**config.mk**
```make
export PLATFORM = sky130hd
export DESIGN_NAME = wb_regfile
export DESIGN_NICKNAME = d
export VERILOG_FILES = /design/src/rtl/wb_regfile.sv
export SDC_FILE = /design/constraint.sdc
export NUM_CORES = 1
export LEC_CHECK = 0
export CORE_UTILIZATION = 29
export DETAILED_ROUTE_END_ITERATION = 10
export SLEW_MARGIN = 20
export SYNTH_ARGS = -nofsm -noshare
export SYNTH_HDL_FRONTEND = slang
export SYNTH_SLANG_ARGS = --single-unit
```
**constraint.sdc**
```tcl
create_clock -name clk -period 4.1 [get_ports clk]
set_clock_uncertainty 0.15 [all_clocks]
set_input_delay 0.82 -clock clk [delete_from_list [all_inputs] [get_ports clk]]
set_output_delay 0.82 -clock clk [all_outputs]
set_load 0.005 [all_outputs]
```
**src/rtl/wb_regfile.sv**
```systemverilog
// ============================================================================
// Module   : wb_regfile
// Brief    : Write-back stage and two-read/two-write architectural register
//            file. Optional write-through read bypass under WB_BYPASS_EN.
// Revision : 1.0 - initial release
// ============================================================================
`default_nettype none

module wb_regfile #(
    parameter int DATA_W   = 16,
    parameter int ADDR_W   = 3,
    parameter int NUM_REGS = 8
) (
    input  logic              clk,
    input  logic              reset,
    input  logic [ADDR_W-1:0] Rdst1_in,
    input  logic [DATA_W-1:0] Rdst1_val_in,
    input  logic [DATA_W-1:0] Data_in,
    input  logic              memToReg_in,
    input  logic              reglow_write_in,
    input  logic [ADDR_W-1:0] Rdst2_in,
    input  logic [DATA_W-1:0] Rdst2_val_in,
    input  logic              reghigh_write_in,
    input  logic [ADDR_W-1:0] Rsrc1_in,
    input  logic [ADDR_W-1:0] Rsrc2_in,
    output logic [DATA_W-1:0] Rsrc1_val_out,
    output logic [DATA_W-1:0] Rsrc2_val_out,
    output logic [DATA_W-1:0] wb_val_out
);

    logic [DATA_W-1:0] r_regs [NUM_REGS];
    logic [DATA_W-1:0] w_wb1;
    logic [DATA_W-1:0] w_arr1;
    logic [DATA_W-1:0] w_arr2;

    assign w_wb1      = memToReg_in ? Data_in : Rdst1_val_in;
    assign wb_val_out = w_wb1;

    // Secondary write first so a colliding primary write overrides it.
    always_ff @(posedge clk) begin
        if (reset) begin
            for (int i = 0; i < NUM_REGS; i++) begin
                r_regs[i] <= '0;
            end
        end else begin
            if (reghigh_write_in) begin
                r_regs[Rdst2_in] <= Rdst2_val_in;
            end
            if (reglow_write_in) begin
                r_regs[Rdst1_in] <= w_wb1;
            end
        end
    end

    assign w_arr1 = r_regs[Rsrc1_in];
    assign w_arr2 = r_regs[Rsrc2_in];

`ifdef WB_BYPASS_EN
    // Pending writes are forwarded with the same priority as the collision rule.
    always_comb begin
        Rsrc1_val_out = w_arr1;
        Rsrc2_val_out = w_arr2;
        if (!reset) begin
            if (reglow_write_in && (Rdst1_in == Rsrc1_in)) begin
                Rsrc1_val_out = w_wb1;
            end else if (reghigh_write_in && (Rdst2_in == Rsrc1_in)) begin
                Rsrc1_val_out = Rdst2_val_in;
            end
            if (reglow_write_in && (Rdst1_in == Rsrc2_in)) begin
                Rsrc2_val_out = w_wb1;
            end else if (reghigh_write_in && (Rdst2_in == Rsrc2_in)) begin
                Rsrc2_val_out = Rdst2_val_in;
            end
        end
    end
`else
    assign Rsrc1_val_out = w_arr1;
    assign Rsrc2_val_out = w_arr2;
`endif

endmodule

`default_nettype wire

```
==> impl_metrics.ini, run 1 <==
[status]
outcome = completed

[floorplanning]
die_w_um = 171.5
die-area_um2 = 29420
ios = 113
initial_core_util = 0.2975
fp-row-count = 61
die_h_um = 171.5
core_area_um2 = 28010

[synth]
synth.area.top_cells = edfxtp_1, mux2i_1, mux4_2, nand2_1, mux2_2
synth_edf_count = 128
yosysSeqAreaShare = 0.4612
ys_seq_elements = 128
syn_avg_cell_area_um2 = 13.23
synth_area_leader_cell = edfxtp_1
synth-main-ff-cell = edfxtp_1
synthesis.nets = 695
yosysWarnings = 0
synth_cells = 630
synth.distinct_cells = 20
syn-cell-area_um2 = 8334
yosysMostFrequentCell = mux2i_1
async_flop_share = 0
synth_top_cell_area_share = 0.4612
yosys-top-cells-count = mux2i_1, nand2_1, edfxtp_1, mux4_2, clkbuf_1

[worst_hold_path]
holdPathStages = 3
hold_end = r_regs[6][8]$_DFFE_PP_
worstHoldStart = Rdst1_val_in[8]
hold_path.class = primary input to register

[global_route]
grt_max_degree = 41
antenna_found_initial = 0
globalRouteOverflowTotal = 0
first_global_vias = 5896
track_usage = 0.1810
grt_pass1_wl_um = 37710

[pwr]
switching_share = 0.2488
p_int_w = 0.002843
pwr-share-clk = 0.388
seqPwrFrac = 0.424
power_per_cell_area_nw_per_um2 = 353.8
ir_drop_mv = 0.3012
p_leak_nw = 4.051
p_switching_w = 0.0009417
combPwrFrac = 0.188

[sta]
period_minus_slack_ps = 3666
whs_ps = 1086
worst_slack_ps = 434.0
hold_viol = 0
min_period_over_period = 0.8942
setup_viol = 0
max_clock_freq_ghz = 0.2728
rsz0062_at_grt = false
setup_tns_ps = 0
finalMaxSlewViolations = 0
slew_headroom = 0.2572
worst_slew_pin_slew_ps = 1114

[critical_path]
worstSetupPathType = primary input to output port
crit_slowest_cell = clkdlybuf4s50_1
path_common_cell = clkdlybuf4s50_1
crit_chain = clkdlybuf4s50_1 -> buf_12 -> mux4_2 -> mux2_2 -> clkdlybuf4s50_1
crit_buf_inv = 3
cp-end-kind = output port
startpoint_type = primary input
path_delay_family = buffers and inverters
critPathRequiredTime_ps = 3130
cpPeakStageDelay_ps = 510
cp_max_fo = 32
arrival_ps = 2700

[clock_network]
cts.reportedPaths.clkPinSlew_ps = 60
cts_tree = done
cts_root_buf = clkbuf_16
cts_setup_buffers = 0
numCtsBuffers = 17
clockBufferDepth = 2
ctsHoldBuffers = 0
cts.sinks = 128
h-tree-depth = 4
cts_resized = 0

[route]
viasPerCell = 5.107
via_count = 5827
wirelength_um = 25650
drc_errors = 0
drtIter0Drc = 395
ant_nets = 0
wl_per_cell_um = 22.48
dr.pass1.iters = 5

[placed_design]
portBuffers = 112
place_worst_setup_slack_ps = 445.6
gp_congestion = 0.7641
hpwl_um = 16240
placed_area_um2 = 10130

[job]
cap_violations = 0

[layout]
design_area_um2 = 10700
reg.largest.list = r_regs: 128 flops
final_nets = 816
largest_reg_flops = 128
drive_above_1_share = 0.2359
area_growth_pct = 28.36
regMostFlops = r_regs
antenna_cells = 0
==> power by group through the flow <==
stage / clock network (W) / registers [W] / logic, W
after global routing: 0.00153 / 0.00161 / 0.000757
after global placement: 0 / 0.00163 / 0.000715
after floorplan: 0 / 0.00160 / 0.000368
final: 0.00147 / 0.00160 / 0.000711
after CTS: 0.00148 / 0.00160 / 0.000723
after detailed placement: 0 / 0.00163 / 0.000718
==> per-stage QoR <==
step / std cells / utilization / total power, W
floorplan: 630 / - / 0.001972
global placement: 1110 / 0.3615 / 0.002341
detailed placement: 1110 / 0.3615 / 0.002348
CTS: 1141 / 0.3819 / 0.003805
global route: 1141 / 0.3819 / 0.003904
finish: 1141 / 0.3819 / 0.003785
==> metal layers <==
layer / routed length, um / up-vias / global-route usage / part of all wire
met5: 0 / - / 0 / 0
met4: 633 / 0 / 0.06638 / 0.025
met3: 1630 / 41 / 0.03613 / 0.064
met2: 12440 / 233 / 0.3043 / 0.49
met1: 10940 / 2911 / 0.2294 / 0.43
li1: - / 2642 / - / -
==> final cells by class <==
class,instances,area (um2)
Timing Repair Buffer,159,1564
Sequential cell,128,3844
Inverter,17,63.81
Fill cell,2665,17310
Clock inverter,13,141.4
Multi-Input combinational cell,428,4183
Tap cell,378,473.0
Clock buffer,18,429.2
==> placed cells by master (no fill, tap or decap), drive strengths merged <==
master         netlist  routed
edfxtp             128     128
clkdlybuf4s50        0     110
inv                 17      18
clkinvlp             0       3
or3                  2       2
nor2                 2       2
bufinv               0       2
and3b               18      18
nand3b               3       3
mux2i              144     144
mux2                32      32
and3                 1       1
clkinv               0       7
nand2              133     133
buf                 24      49
a211o                4       4
mux4                64      64
or3b                 1       1
a21oi                4       4
clkbuf              33      18
nor3b               20      20
==> cells by family after synthesis <==
kind of cell,share of synthesized area
simple gates,0.1043
mux,0.3891
buf+inv,0.03873
flops,0.4612
compound gates,0.006605
==> worst max-delay path by stage <==
stage	end	from	cells past startpoint	slack, ps
floorplan	Rsrc1_val_out[0]	Rsrc1_in[0]	4	1000
global placement	Rsrc1_val_out[5]	Rsrc1_in[2]	5	460
detailed placement	Rsrc1_val_out[6]	Rsrc1_in[2]	5	450
CTS	Rsrc1_val_out[13]	Rsrc1_in[2]	5	420
global route	Rsrc1_val_out[6]	Rsrc1_in[2]	5	380
finish	Rsrc1_val_out[6]	Rsrc1_in[2]	5	430
No activity file was read; power rests on OpenSTA's default activity.
==> inputs of run 2 (changes only) <==
--- a/config.mk
+++ b/config.mk
@@ -7,7 +7,6 @@
 export LEC_CHECK = 0
 export CORE_UTILIZATION = 29
 export DETAILED_ROUTE_END_ITERATION = 10
-export SLEW_MARGIN = 20
 export SYNTH_ARGS = -nofsm -noshare
 export SYNTH_HDL_FRONTEND = slang
 export SYNTH_SLANG_ARGS = --single-unit
==> results of run 2 <==
No change in the layout: final DEF, timing and power equal those of run 1.
==> inputs of run 3 (changes only) <==
--- a/config.mk
+++ b/config.mk
@@ -7,6 +7,7 @@
 export LEC_CHECK = 0
 export CORE_UTILIZATION = 29
 export DETAILED_ROUTE_END_ITERATION = 10
+export HOLD_SLACK_MARGIN = 0.03
 export SYNTH_ARGS = -nofsm -noshare
 export SYNTH_HDL_FRONTEND = slang
 export SYNTH_SLANG_ARGS = --single-unit
==> results of run 3 <==
No change in the layout: final DEF, timing and power equal those of run 1.
==> variant 1 (config.mk and constraints of run 1) <==
The parameter `DATA_W` goes from 16 to 14.
--- a/src/rtl/wb_regfile.sv
+++ b/src/rtl/wb_regfile.sv
@@ -9,3 +9,3 @@
 module wb_regfile #(
-    parameter int DATA_W   = 16,
+    parameter int DATA_W   = 14,
     parameter int ADDR_W   = 3,
Ports: changed (6 resized); port bits go from 113 to 101. The function was not compared with the original's and may differ.
==> variant 1 against run 1 <==
  * Routed wire length shrank 12%
  * Clock power is 37% lower
  * Synthesized area fell by 12%
  * Total power down 22%
  * Critical path type unchanged
  * Sequential cell count down 16
  * Design area shrank 14%
  * Hold slack better by 130 ps
  * Worst setup slack improved by 24 ps
  * Synthesized cell count is 12% lower
  * Critical endpoint is now Rsrc1_val_out[1]
==> variant 1: results (changes against run 1) <==
Post-CTS Setup Bufs 0 (unchanged); Logic power comb 0.623 mW (-12%); Clock Path Buffers 2 (unchanged); initial DRC count 427 (+8.1%); Clock Pin Slew Worst Setup and Hold Paths roughly 70 ps; Sw Share 24.26% (-0.62 points); Non-clock buffers 142 (-11%); Final Wtd Congestion 0.8346 (+9.2%); Layout non-clock buf frac 14.90% (+0.28 points); initial antenna violation count 0 (unchanged); Top FF cell, synth edfxtp_1; Pleak 3.469 nW (-14%); footprint of the multi-input gates 0.003685 mm^2 (-12%); Hold WC Path Type input port to flop; multi-input gate count 378 (-12%); layout cells sized above 1 21.87% (-1.7 points); clock buf count 12 (-6); Area contributors post-synth edfxtp_1, mux2i_1, mux4_2, nand2_1, mux2_2; CP max FO 28 (-13%); Via density 5.281 (+3.4%); number of fill cells 2346 (-12%); Mapped Nets 611 (-12%); Num CTS Buffers 9 (-8); vias in the first global route 5507 (-6.6%); Largest regs r_regs (112); clock network area share 3.324% (-2.0 points); VDD IR-drop max 210.4 uV (-30%); PortBufs 100 (-11%); dpl cell area 0.008879 mm^2 (-12%); synth warn 0 (unchanged); clock power share 31.5% (-7.3 points); Post-synth EDFFs 112 (-13%); clock sinks 112 (-13%); status completed; largest net degree at the start of global routing 33 (-20%); DRT Pass-1 Iters 5 (unchanged); sequential area share after synthesis 45.79% (-0.33 points); Tot GR Track Use 17.69% (-0.41 points); synth unique cells 23 (+15%); ant diodes 0 (unchanged); post-CTS sizing 0 (unchanged); Nets 717 (-12%); worst-margin pin slew 987.4 ps (-126.9 ps); Clock Tree Root clkbuf_16; register area 0.003363 mm^2 (-12%); final instance area 0.009184 mm^2 (-14%); final WL 22.69 mm (-12%); Post-synth top cells mux2i_1, nand2_1, edfxtp_1; crit path DAT 2670 ps (-30 ps); inverter count 15 (-2); H-tree Lvls 3 (-1); first-pass GRT wire length 33.37 mm (-12%); post-DP HPWL 15.14 mm (-6.8%); post-synthesis async set-or-reset flop share 0% (unchanged)
## variant 1: changes by cell type after synthesis, moves of 6 or more
cell	delta
nand2_1	-16
mux4_2	-8
buf_2	-6
edfxtp_1	-16
mux2i_1	-18
clkbuf_1	-9
## variant 1: through the flow
| stage | util, % | power [mW] | cells | setup WS, ps | hold slack [ps] |
|---|---|---|---|---|---|
| global placement | 36.08 | 2.039 | 971 | 473.6 | 1572 |
| floorplan | - | 1.728 | 552 | 1025 | 982.3 |
| CTS | 37.33 | 2.973 | 987 | 450.6 | 1208 |
| global route | 37.33 | 3.053 | 987 | 420.7 | 1232 |
| detailed placement | 36.08 | 2.055 | 971 | 455.3 | 1583 |
| finish | 37.33 | 2.956 | 987 | 457.6 | 1213 |
## variant 1: critical path, cell delays in order
cell	delay, ps
clkdlybuf4s50_1	510
buf_12	230
mux4_2	330
mux2_2	300
clkdlybuf4s50_1	470
## variant 1: routing by layer
layer | part of all wire (%) | wire length, um | GRT usage [%] | vias to the layer above
li1 | - | - | - | 2317
met4 | 2.3 | 533 | 6.904 | 0
met2 | 51 | 11480 | 31.05 | 225
met3 | 5.6 | 1267 | 3.159 | 39
met1 | 41 | 9401 | 21.46 | 2631
met5 | 0 | 0 | 0 | -
## variant 1: final timing paths
kind | to | slack (ps) | depth (start not counted) | from
setup / recovery | Rsrc1_val_out[1] | 460 | 5 | Rsrc1_in[2]
hold / removal | r_regs[4][2] | 1210 | 4 | Rdst2_val_in[2]
## variant 1: cells by family (layout without fill, tap and decap cells)
kind of cell / after synthesis / in the layout / share of synthesized area [%]
simple gates: 160 / 160 / 10.68
buf+inv: 62 / 173 / 4.140
flops: 112 / 112 / 45.79
compound gates: 8 / 8 / 0.7495
mux: 210 / 210 / 38.64
==> variant 2 (settings of run 1) <==
Made on the original files. Register the inputs `Rdst1_val_in`, `Data_in` and `memToReg_in` before use, without a reset. The logic sees them one clock later. The other inputs are not delayed to match.
--- a/src/rtl/wb_regfile.sv
+++ b/src/rtl/wb_regfile.sv
@@ -30,2 +30,12 @@
 
+    logic [DATA_W-1:0] Rdst1_val_q;
+    logic [DATA_W-1:0] Data_q;
+    logic memToReg_q;
+
+    always_ff @(posedge clk) begin
+        Rdst1_val_q <= Rdst1_val_in;
+        Data_q      <= Data_in;
+        memToReg_q  <= memToReg_in;
+    end
+
     logic [DATA_W-1:0] r_regs [NUM_REGS];
@@ -35,3 +45,3 @@
 
-    assign w_wb1      = memToReg_in ? Data_in : Rdst1_val_in;
+    assign w_wb1      = memToReg_q ? Data_q : Rdst1_val_q;
     assign wb_val_out = w_wb1;
Check against the original RTL: not equivalent (Yosys sat finds a counterexample within 4 cycles, from zero or initial values).
==> variant 2 against run 1 <==
  * Maximum frequency up 0.20%
  * Total power up 8.1%
  * Design area up 5.9%
  * Clock power up 9%
  * Worst setup slack better by 7.4 ps
  * Sequential cell count up 33
  * Routed wire length up 3.3%
  * Synthesized area up 7.9%
  * First-iteration DRC count up 30%
  * Critical path type unchanged
  * Largest cell class is now flip-flops and latches
  * Largest power group unchanged
  * Highest routed layer unchanged
==> variant 2: results (changes against run 1) <==
status completed; Post-synth top cells mux2i_1, nand2_1, edfxtp_1; Pleak 4.469 nW (+10%); Clock Tree Root clkbuf_16; first-pass GRT wire length 38.95 mm (+3.3%); largest net degree at the start of global routing 34 (-17%); Num CTS Buffers 17 (unchanged); Final Wtd Congestion 0.8101 (+6.0%); WL met3 1.613 mm (-1.0%); Via density 5.004 (-2.0%); length of routed met2 wiring 13.47 mm (+8.3%); vias in the first global route 6100 (+3.5%); dpl ws 435.6 ps (-9.977 ps); Sw Share 24.00% (-0.88 points); DRT Pass-1 Iters 4 (-1); Nets 845 (+3.6%); post-DP HPWL 17.45 mm (+7.4%); mux contribution to synthesized area 36.06% (-2.9 points); WL/cell 22.30 um (-0.79%); initial DRC count 512 (+30%); Largest regs r_regs (128), Data_q (16), Rdst1_val_q (16); metal1 wirelength 10.48 mm (-4.2%); VDD IR-drop max 289.7 uV (-3.8%); synth unique cells 21 (+5.0%); Hold WC Path Type flop to flop; crit path DAT 2690 ps (about the same); slew margin rel. 31.21% (+5.5 points); layout cells sized above 1 21.84% (-1.7 points); highest metal used met4; Tot GR Track Use 17.38% (-0.72 points)
variant 2: cell types whose count changed after synthesis:
cell     before  now
dfxtp_1       0   33
variant 2: logic make-up after synthesis:
| group | after synthesis |
|---|---|
| muxes | 240 |
| and+or+nand+nor | 180 |
| DFF | 161 |
| buffers and inverters | 74 |
| AOI/OAI and AO/OA | 8 |
variant 2: final timing paths:
kind              startpoint                end  slack, ps  cells past startpoint
max              Rsrc2_in[2]  Rsrc2_val_out[14]        440                      5
min          Rdst1_val_q[10]      r_regs[0][10]        620                      3
max reg2reg       memToReg_q       r_regs[7][2]       2120                      3
min reg2reg  Rdst1_val_q[10]      r_regs[0][10]        620                      3
variant 2: cell type report:
class | instances | area, um^2
inverter | 17 | 63.81
fill | 2917 | 19260
multi-input combinational | 428 | 4183
timing repair buffer | 155 | 1509
sequential | 161 | 4504
clock buffer | 17 | 425.4
tap | 396 | 495.5
clock inverter | 14 | 147.6
variant 2: metal layers:
metal  GRT usage (%)  vias up
li1                -     2736
met1           20.29     2945
met2           29.98      207
met3           3.879       57
met4           8.583        0
met5               0        -
variant 2: worst register-to-register path, stage by stage, from the launching register on:
cell     delay, ps
dfxtp_1        300
buf_4          330
mux2i_1        690
mux2i_1        220
variant 2: power by group through the flow:
stage / sequential, mW / combinational, mW / clock, mW
CTS: 1.88 / 0.621 / 1.62
floorplan: 1.90 / 0.314 / 0
global placement: 1.91 / 0.615 / 0
detailed placement: 1.92 / 0.618 / 0
finish: 1.88 / 0.611 / 1.60
global route: 1.89 / 0.651 / 1.68
variant 2: through the flow:
stage          hold slack [ps]  total power, mW  instance area [um^2]  instances
6_report                 620.5            4.093                 11330       1188
5_1_grt                  645.5            4.226                 11330       1188
4_1_cts                  630.4            4.125                 11330       1188
3_5_place_dp             614.5            2.535                 10760       1157
3_3_place_gp             609.0            2.529                 10760       1157
2_1_floorplan            556.8            2.216                  8995        663
